### src/rtl/mux_scan_n_pkg.sv
// Shared constants and helpers for the registered N-channel scan multiplexer.
package mux_scan_n_pkg;

  localparam logic MODE_DIRECT = 1'b0;
  localparam logic MODE_SCAN   = 1'b1;

  // Counter width that stays at least one bit even when the count range is 1.
  function automatic int cnt_w(input int n);
    return (n > 1) ? $clog2(n) : 1;
  endfunction

endpackage

### src/rtl/mux_scan_n_if.sv
// Source/consumer bundle of the scan multiplexer; master drives samples, slave is the mux.
interface mux_scan_n_if #(
  parameter int N_CH = 4,
  parameter int W    = 8
);
  localparam int SELW = $clog2(N_CH);

  logic              mode;
  logic [SELW-1:0]   sel;
  logic [N_CH*W-1:0] din;
  logic              en;
  logic              out_ready;
  logic              out_valid;
  logic [W-1:0]      dout;
  logic [SELW-1:0]   ch_out;
  logic              frame_start;
  logic              sel_err;

  modport master (
    output mode, sel, din, en, out_ready,
    input  out_valid, dout, ch_out, frame_start, sel_err
  );

  modport slave (
    input  mode, sel, din, en, out_ready,
    output out_valid, dout, ch_out, frame_start, sel_err
  );

endinterface

### src/rtl/mux_scan_n_scan_ctr.sv
// Channel-rotation pointer with per-channel dwell count; counts accepted loads, not cycles.
module mux_scan_n_scan_ctr
  import mux_scan_n_pkg::*;
#(
  parameter int N_CH  = 4,
  parameter int DWELL = 1,
  parameter int SELW  = $clog2(N_CH),
  parameter int DCW   = cnt_w(DWELL)
) (
  input  logic            clk,
  input  logic            rst,
  input  logic            clr,
  input  logic            adv,
  output logic [SELW-1:0] cur_ptr,
  output logic            first
);

  logic [SELW-1:0] ptr_q, ptr_d;
  logic [DCW-1:0]  dcnt_q, dcnt_d, dcnt_c;

  // A clear acts on the current cycle so a load in that cycle already sees channel 0.
  always_comb begin
    cur_ptr = clr ? '0 : ptr_q;
    dcnt_c  = clr ? '0 : dcnt_q;
    first   = (cur_ptr == '0) && (dcnt_c == '0);
    ptr_d   = cur_ptr;
    dcnt_d  = dcnt_c;
    if (adv) begin
      if (dcnt_c == DCW'(DWELL - 1)) begin
        dcnt_d = '0;
        ptr_d  = (cur_ptr == SELW'(N_CH - 1)) ? '0 : cur_ptr + 1'b1;
      end else begin
        dcnt_d = dcnt_c + 1'b1;
      end
    end
  end

  always_ff @(posedge clk) begin
    if (rst) begin
      ptr_q  <= '0;
      dcnt_q <= '0;
    end else begin
      ptr_q  <= ptr_d;
      dcnt_q <= dcnt_d;
    end
  end

endmodule

### src/rtl/mux_scan_n.sv
// Registered N:1 multiplexer with direct-select and auto-scan modes and a valid/ready output.
module mux_scan_n
  import mux_scan_n_pkg::*;
#(
  parameter int N_CH  = 4,
  parameter int W     = 8,
  parameter int DWELL = 1
) (
  input logic        clk,
  input logic        rst,
  mux_scan_n_if.slave bus
);

  localparam int SELW = $clog2(N_CH);

  logic            mode_q;
  logic            mode_chg;
  logic            scan;
  logic            load;
  logic            first;
  logic [SELW-1:0] cur_ptr;
  logic [SELW-1:0] ch;
  logic [W-1:0]    pick;
  logic            err;

  logic            vld_p1;
  logic [W-1:0]    dout_p1;
  logic [SELW-1:0] ch_p1;
  logic            fs_p1;
  logic            err_p1;

  assign mode_chg = (bus.mode != mode_q);
  assign scan     = (bus.mode == MODE_SCAN);
  assign load     = bus.en && (!vld_p1 || bus.out_ready);

  mux_scan_n_scan_ctr #(
    .N_CH  (N_CH),
    .DWELL (DWELL),
    .SELW  (SELW)
  ) u_ctr (
    .clk     (clk),
    .rst     (rst),
    .clr     (mode_chg),
    .adv     (load && scan),
    .cur_ptr (cur_ptr),
    .first   (first)
  );

  // Stage p0: channel select; an out-of-range index matches no channel and yields zero.
  always_comb begin
    ch   = scan ? cur_ptr : bus.sel;
    err  = !scan && (32'(bus.sel) >= N_CH);
    pick = '0;
    for (int k = 0; k < N_CH; k++) begin
      if (ch == SELW'(k)) pick = bus.din[k*W +: W];
    end
  end

  // Stage p1: output register, held while the consumer stalls.
  always_ff @(posedge clk) begin
    if (rst) begin
      mode_q  <= MODE_DIRECT;
      vld_p1  <= 1'b0;
      dout_p1 <= '0;
      ch_p1   <= '0;
      fs_p1   <= 1'b0;
      err_p1  <= 1'b0;
    end else begin
      mode_q <= bus.mode;
      if (load) begin
        vld_p1  <= 1'b1;
        dout_p1 <= pick;
        ch_p1   <= ch;
        fs_p1   <= scan && first;
        err_p1  <= err;
      end else if (bus.out_ready) begin
        vld_p1 <= 1'b0;
      end
    end
  end

  assign bus.out_valid   = vld_p1;
  assign bus.dout        = dout_p1;
  assign bus.ch_out      = ch_p1;
  assign bus.frame_start = fs_p1;
  assign bus.sel_err     = err_p1;

endmodule

### src/flat_wrapper.sv
// flat-port wrapper written by rule: the top's interface ports become plain ports
module mux_scan_n_flat import mux_scan_n_pkg::*;
#(
  parameter int N_CH  = 4,
  parameter int W     = 8,
  parameter int DWELL = 1
)
  (clk, rst, bus_mode, bus_sel, bus_din, bus_en, bus_out_ready, bus_out_valid, bus_dout, bus_ch_out, bus_frame_start, bus_sel_err);
  mux_scan_n_if #(.N_CH(N_CH), .W(W)) bus_i ();
  input logic clk;
  input logic rst;
  input wire logic [$bits(bus_i.mode)-1:0] bus_mode;
  input wire logic [$bits(bus_i.sel)-1:0] bus_sel;
  input wire logic [$bits(bus_i.din)-1:0] bus_din;
  input wire logic [$bits(bus_i.en)-1:0] bus_en;
  input wire logic [$bits(bus_i.out_ready)-1:0] bus_out_ready;
  output wire logic [$bits(bus_i.out_valid)-1:0] bus_out_valid;
  output wire logic [$bits(bus_i.dout)-1:0] bus_dout;
  output wire logic [$bits(bus_i.ch_out)-1:0] bus_ch_out;
  output wire logic [$bits(bus_i.frame_start)-1:0] bus_frame_start;
  output wire logic [$bits(bus_i.sel_err)-1:0] bus_sel_err;
  assign bus_i.mode = bus_mode;
  assign bus_i.sel = bus_sel;
  assign bus_i.din = bus_din;
  assign bus_i.en = bus_en;
  assign bus_i.out_ready = bus_out_ready;
  assign bus_out_valid = bus_i.out_valid;
  assign bus_dout = bus_i.dout;
  assign bus_ch_out = bus_i.ch_out;
  assign bus_frame_start = bus_i.frame_start;
  assign bus_sel_err = bus_i.sel_err;
  mux_scan_n #(.N_CH(N_CH), .W(W), .DWELL(DWELL)) u_core (.clk(clk), .rst(rst), .bus(bus_i));
endmodule
### config.mk
export PLATFORM = sky130hd
export DESIGN_NAME = mux_scan_n_flat
export DESIGN_NICKNAME = d
export VERILOG_FILES = /design/src/rtl/mux_scan_n_pkg.sv /design/src/rtl/mux_scan_n_if.sv /design/src/rtl/mux_scan_n_scan_ctr.sv /design/src/rtl/mux_scan_n.sv /design/src/flat_wrapper.sv
export SDC_FILE = /design/constraint.sdc
export NUM_CORES = 1
export LEC_CHECK = 0
export ABC_AREA = 0
export CORE_MARGIN = 3
export CORE_UTILIZATION = 42
export CTS_BUF_LIST = sky130_fd_sc_hd__clkbuf_2 sky130_fd_sc_hd__clkbuf_4 sky130_fd_sc_hd__clkbuf_8
export CTS_CLUSTER_SIZE = 16
export DETAILED_ROUTE_END_ITERATION = 7
export GPL_TIMING_DRIVEN = 0
export PLACE_DENSITY = 0.87
export SYNTH_ARGS = -nofsm -noshare
export SYNTH_HDL_FRONTEND = slang
export SYNTH_SLANG_ARGS = --single-unit
export TNS_END_PERCENT = 20
### constraint.sdc
create_clock -name clk -period 3.3 [get_ports clk]
set_input_delay 0.99 -clock clk [delete_from_list [all_inputs] [get_ports clk]]
set_output_delay 0.99 -clock clk [all_outputs]
set_load 0.05 [all_outputs]
==> flow_metrics.env, run 1 <==
export IMPL_status="finished, final reports clean"
export IMPL_r2r_start="u_core.mode_q"
export IMPL_required_ps=2310
export IMPL_synthTopCellsByArea="dfxtp_1 (35%), o221ai_1 (7.7%), o2bb2ai_1 (7.7%), a211oi_1 (5.7%), and3_1 (5.5%)"
export IMPL_min_period_over_period_pct=74.7
export IMPL_die_area_sq_um=2770
export IMPL_cp_top_family="buffers and inverters"
export IMPL_post_cts_resized=0
export IMPL_wirelength_mm=2.90
export IMPL_numClockSinks=16
export IMPL_irDropWorstVdd_v=0.000307
export IMPL_startpoint_type="flop"
export IMPL_min_path_type="flop to flop"
export IMPL_grt_pass1_vias=971
export IMPL_r2r_cells=7
export IMPL_final_setup_viol_count=0
export IMPL_cts_made_buffers=3
export IMPL_synth_nets=137
export IMPL_grt_max_degree=11
export IMPL_grt_use_total_pct=22.4
export IMPL_clock_root_buffer="clkbuf_4"
export IMPL_reg2reg_slack_ps=1830
export IMPL_grt_first_pass_wirelength_mm=4.55
export IMPL_fin_setup_tns_ps=0
export IMPL_die_w_microns=52.7
export IMPL_p_per_area_nw_per_um2=356
export IMPL_worst_pin_slew_ps=635
export IMPL_antenna_left=0
export IMPL_worstSetupEndpoint="bus_dout[0]"
export IMPL_relSlewSlack_pct=57.5
export IMPL_ys_async_sr_fraction_pct=0
export IMPL_ios=52
export IMPL_r2r_end="u_core.u_ctr.ptr_q[1]"
export IMPL_syn_inst=97
export IMPL_synth_seq_cells=16
export IMPL_io_buffer_count=49
export IMPL_fin_skew_ps=3.76
export IMPL_crit_fanout=2
export IMPL_clockBufferDepth=2
export IMPL_fmax_mhz=406
export IMPL_avgSynthCellArea_sq_um=9.43
export IMPL_cts_hold_buf=0
export IMPL_hold_violations=0
export IMPL_gp_congestion=0.738
export IMPL_worstSetupEndpointType="output pin"
export IMPL_fin_ws_ps=835
export IMPL_yosys_top_cells_count="dfxtp_1 (16), nor2_1 (11), and3_1 (8), o221ai_1 (8), o2bb2ai_1 (8)"
export IMPL_rsz0062_at_grt="false"
export IMPL_nNetsFinal=191
export IMPL_critPathBufInv=1
export IMPL_cp_slowest_cell="clkdlybuf4s50_1"
export IMPL_vias=1000
export IMPL_post_cts_setup_buffer_count=0
export IMPL_clk_pin_slew_worst_paths_ps=100
export IMPL_worst_path_stages=1
export IMPL_post_synth_num_cell_types=32
export IMPL_synth_ff_type="dfxtp_1"
export IMPL_ys_warn_count=0
export IMPL_vias_per_cell=5.65
export IMPL_antenna_found_initial=0
export IMPL_startpoint="u_core.bus.dout[0]"
export IMPL_die_h_microns=52.7
export IMPL_synth_seq_area_share_pct=35.0
export IMPL_crit_type="flop to output pin"
export IMPL_dpl_hpwl_mm=2.18
export IMPL_drive_above_1_share_pct=12.0
export IMPL_cts_tree="done"
export IMPL_total_leakage_power_nw=0.540
export IMPL_overflow=0
export IMPL_area_growth_pct=61.3
export IMPL_syn_area_sq_um=915
export IMPL_clock_latency_ps=300
export IMPL_drc=0
export IMPL_multi_input_area_sq_um=548
export IMPL_max_stage_delay_ps=830
export IMPL_critical_path_arrival_ps=1470
export IMPL_start_util_pct=45.7
export IMPL_first_pass_iters=4
export IMPL_diodes=0
export IMPL_synthMostInstantiatedCell="dfxtp_1"
export IMPL_synth_edff_count=0
export IMPL_rows=16
export IMPL_period_minus_slack_ps=2460
export IMPL_cp_cell_sequence="clkdlybuf4s50_1"
export IMPL_yosysTopAreaCellShare_pct=35.0
export IMPL_routedWlPerCell_microns=16.4
export IMPL_htreeDepth=1
export IMPL_synth_top_area_cell="dfxtp_1"
export IMPL_num_fill_cells=161
export IMPL_coreArea_sq_um=2000
export IMPL_regArea_sq_um=320
export IMPL_first_iter_violations=14
export IMPL_cap_violations=0
export IMPL_place_ws_ps=666
export IMPL_finalMaxSlewViolations=0
routing by layer:
layer	track usage (%)	share of wire (%)	vias to the layer above
li1	-	-	477
met1	25.7	41	471
met2	39.7	49	44
met3	3.99	7.0	8
met4	9.79	3.1	0
met5	0	0	-
state kept, by name, summed over array words and instances (netlist names):
name                    flops
u_core.bus.dout             8
u_core.bus.ch_out           2
u_core.u_ctr.ptr_q          2
u_core.bus.frame_start      1
u_core.bus.out_valid        1
u_core.mode_q               1
u_core.u_ctr.dcnt_q         1
cell type report:
class,instances,share of cell area [%]
Tap cell,27,2.29
Inverter,1,0.254
Buffer,5,2.88
Clock buffer,4,2.46
Multi-Input combinational cell,75,37.2
Sequential cell,16,21.7
Timing Repair Buffer,49,33.2
how the worst min path moves through the flow:
stage,startpoint,depth (start not counted),endpoint
floorplan,u_core.u_ctr.dcnt_q,1,u_core.u_ctr.dcnt_q
global placement,u_core.bus.frame_start,2,u_core.bus.frame_start
detailed placement,u_core.bus.dout[1],1,u_core.bus.dout[1]
CTS,u_core.bus.frame_start,2,u_core.bus.frame_start
global route,u_core.bus.dout[3],1,u_core.bus.dout[3]
finish,u_core.bus.frame_start,2,u_core.bus.frame_start
layout by cell type, fill, tap and decap left out, drive strengths merged, types with 4 or more instances in the layout:
| cell type | instances |
|---|---|
| clkdlybuf4s50 | 49 |
| nor2 | 11 |
| a211oi | 8 |
| buf | 4 |
| dfxtp | 16 |
| o221ai | 8 |
| o2bb2ai | 8 |
| a21oi | 4 |
| and3 | 8 |
| clkbuf | 5 |
| nand2 | 6 |
tightest hold or removal path, delay by kind of cell (launching register included):
kind            cells  cell delay, ps
compound gates      1              50
simple gates        1              50
flops               1             320
cell families after synthesis:
logic type               after synthesis  synth area share [%]
XOR/XNOR                               2                  1.92
multiplexers                           1                  1.23
other                                  1                 0.410
AO/OA/AOI/OAI                         29                  28.0
adder cells (fa/ha/maj)                1                  1.37
AND/OR/NAND/NOR                       41                  27.0
buffers and inverters                  6                  5.06
flip-flops                            16                  35.0
where the power goes:
part / switching (mW) / internal [mW]
logic: 0.0920 / 0.0858
clock network: 0.0666 / 0.0673
registers: 0.00685 / 0.206
total: 0.165 / 0.359
metrics by stage:
stage	utilization (%)	power, mW	area [sq um]	cells	hold WS, ps
5_1_grt	73.7	0.551	1480	177	493
4_1_cts	73.7	0.525	1480	177	474
2_1_floorplan	-	0.313	915	97	457
3_3_place_gp	71.9	0.390	1440	173	444
6_report	73.7	0.524	1480	177	467
3_5_place_dp	71.9	0.394	1440	173	449
No activity file was read; power rests on OpenSTA's default activity.
==> inputs of run 2 (changes only) <==
--- a/config.mk
+++ b/config.mk
@@ -7,12 +7,12 @@
 export LEC_CHECK = 0
 export ABC_AREA = 0
 export CORE_MARGIN = 3
-export CORE_UTILIZATION = 42
+export CORE_UTILIZATION = 35
 export CTS_BUF_LIST = sky130_fd_sc_hd__clkbuf_2 sky130_fd_sc_hd__clkbuf_4 sky130_fd_sc_hd__clkbuf_8
 export CTS_CLUSTER_SIZE = 16
 export DETAILED_ROUTE_END_ITERATION = 7
 export GPL_TIMING_DRIVEN = 0
-export PLACE_DENSITY = 0.87
+export PLACE_DENSITY = 0.77
 export SYNTH_ARGS = -nofsm -noshare
 export SYNTH_HDL_FRONTEND = slang
 export SYNTH_SLANG_ARGS = --single-unit
==> constraint.sdc (replaced) <==
create_clock -name clk -period 2.2 [get_ports clk]
set_input_delay 0.66 -clock clk [delete_from_list [all_inputs] [get_ports clk]]
set_output_delay 0.66 -clock clk [all_outputs]
set_load 0.05 [all_outputs]
==> run 2 against run 1 <==
Worst setup slack worse by 740 ps; global-route usage decreased by 5.1 points; critical path depth stayed put; sequential share of layout area up 0.19 points; sequential power grew 50%; count of clock-buffer cells in the layout decreased by 1; clock skew rose by 0.74 ps; register-to-register slack worse by 1100 ps; clock power rose by 15%; first-iteration DRC count increased to 3.1 times the previous value; combinational power rose by 48%; final area is 0.85% lower.
==> flow_metrics.env, run 2 (same netlist as run 1, synthesis figures left out) <==
export IMPL_cp_slowest_cell="clkdlybuf4s50_1"
export IMPL_worst_pin_slew_ps=601
export IMPL_min_path_type="flop to flop"
export IMPL_switching_share_pct=31.9
export IMPL_wirelength_mm=2.71
export IMPL_routedWlPerCell_microns=15.3
export IMPL_area_growth_pct=59.9
export IMPL_grt_first_pass_wirelength_mm=4.49
export IMPL_rsz0062_at_grt="false"
export IMPL_worstSetupEndpointType="output pin"
export IMPL_antenna_found_initial=0
export IMPL_cts_made_buffers=3
export IMPL_relSlewSlack_pct=59.8
export IMPL_p_per_area_nw_per_um2=503
export IMPL_post_cts_setup_buffer_count=0
export IMPL_vias=978
export IMPL_holdWs_ps=473
export IMPL_final_cell_mix="clkdlybuf4s50_1 (49), dfxtp_1 (16), nor2_1 (11)"
export IMPL_grt_pass1_vias=953
export IMPL_clockBufferDepth=2
export IMPL_largest_reg_flops=8
export IMPL_post_cts_resized=0
export IMPL_design_area_sq_um=1460
export IMPL_clockPowerShare_pct=20.9
export IMPL_status="finished, final reports clean"
export IMPL_cts_tree="done"
export IMPL_drive_above_1_share_pct=11.4
export IMPL_clock_latency_ps=280
export IMPL_power_internal_mw=0.501
export IMPL_vias_per_cell=5.53
export IMPL_period_minus_slack_ps=2110
export IMPL_die_h_microns=57.1
export IMPL_power_frac_seq_pct=43.3
export IMPL_critical_path_arrival_ps=1450
export IMPL_clk_pin_slew_worst_paths_ps=90
export IMPL_first_pass_iters=4
export IMPL_coreArea_sq_um=2340
export IMPL_finalMaxSlewViolations=0
export IMPL_nNetsFinal=191
export IMPL_irDropWorstVdd_v=0.000325
export IMPL_crit_fanout=3
export IMPL_htreeDepth=1
export IMPL_total_leakage_power_nw=0.533
export IMPL_p_total_mw=0.736
export IMPL_start_util_pct=39.1
export IMPL_final_setup_viol_count=0
export IMPL_hold_violations=0
export IMPL_cts_hold_buf=0
export IMPL_drc=0
export IMPL_required_ps=1540
export IMPL_antenna_left=0
export IMPL_cp_top_family="buffers and inverters"
export IMPL_cap_violations=0
export IMPL_dpl_cell_area_sq_um=1440
export IMPL_critPathBufInv=1
export IMPL_fmax_mhz=474
export IMPL_numClockSinks=16
export IMPL_rows=17
export IMPL_overflow=0
export IMPL_grt_use_total_pct=17.2
export IMPL_comb_power_share_pct=35.8
export IMPL_diodes=0
export IMPL_placedCellCount=174
export IMPL_dpl_hpwl_mm=2.10
export IMPL_io_buffer_count=49
export IMPL_min_period_over_period_pct=95.9
export IMPL_layout_commonest_cell="clkdlybuf4s50_1"
export IMPL_die_area_sq_um=3260
export IMPL_die_w_microns=57.1
export IMPL_startpoint_type="flop"
export IMPL_worst_path_stages=1
export IMPL_gp_congestion=0.844
export IMPL_cp_cell_sequence="clkdlybuf4s50_1"
export IMPL_clock_root_buffer="clkbuf_4"
export IMPL_whs_path_depth=1
export IMPL_ios=52
export IMPL_r2r_cells=7
export IMPL_max_stage_delay_ps=810
export IMPL_p_sw_mw=0.235
export IMPL_fin_skew_ps=4.50
export IMPL_final_cells=177
export IMPL_crit_type="flop to output pin"
export IMPL_grt_max_degree=11
export IMPL_first_iter_violations=43
-- run 2: cell count changes in the layout (fill, tap and decap cells not counted) --
cell      change
clkbuf_8      -1
-- run 2: worst paths after layout --
path | from | to | slack, ps
worst max-delay path | u_core.bus.out_valid | bus_out_valid | 90
worst min-delay path | u_core.bus.dout[1] | u_core.bus.dout[1] | 470
worst max register to register | u_core.mode_q | u_core.u_ctr.ptr_q[1] | 760
worst min register to register | u_core.bus.dout[1] | u_core.bus.dout[1] | 470
-- run 2: power by group through the flow --
stage	combinational (mW)	sequential, mW	clock [mW]
2_1_floorplan	0.0855	0.384	0
3_3_place_gp	0.260	0.325	0
3_5_place_dp	0.264	0.326	0
4_1_cts	0.266	0.319	0.160
5_1_grt	0.280	0.321	0.172
6_report	0.264	0.319	0.154
-- run 2: layout make-up --
cell class	instances	area, sq um
repair buffers	49	490
fillers	230	877
flip-flops and latches	16	320
inverters	1	3.75
well taps	28	35.0
multi-input cells	75	548
clock buffers	3	22.5
plain buffers	5	42.5
-- run 2: through the flow --
stage | setup slack [ps] | util [%] | setup TNS, ps
global route | 49.6 | 62.5 | 0
floorplan | 474 | - | 0
CTS | 81.7 | 62.5 | 0
finish | 90.8 | 62.5 | 0
detailed placement | -108 | 61.6 | -120
global placement | -81.8 | 61.6 | -81.8
-- run 2: layer usage --
metal	track usage (%)	vias to the layer above	share of wire, %
li1	-	478	-
met1	24.2	442	48
met2	25.6	52	42
met3	3.17	6	8.2
met4	7.62	0	1.8
met5	0	-	0
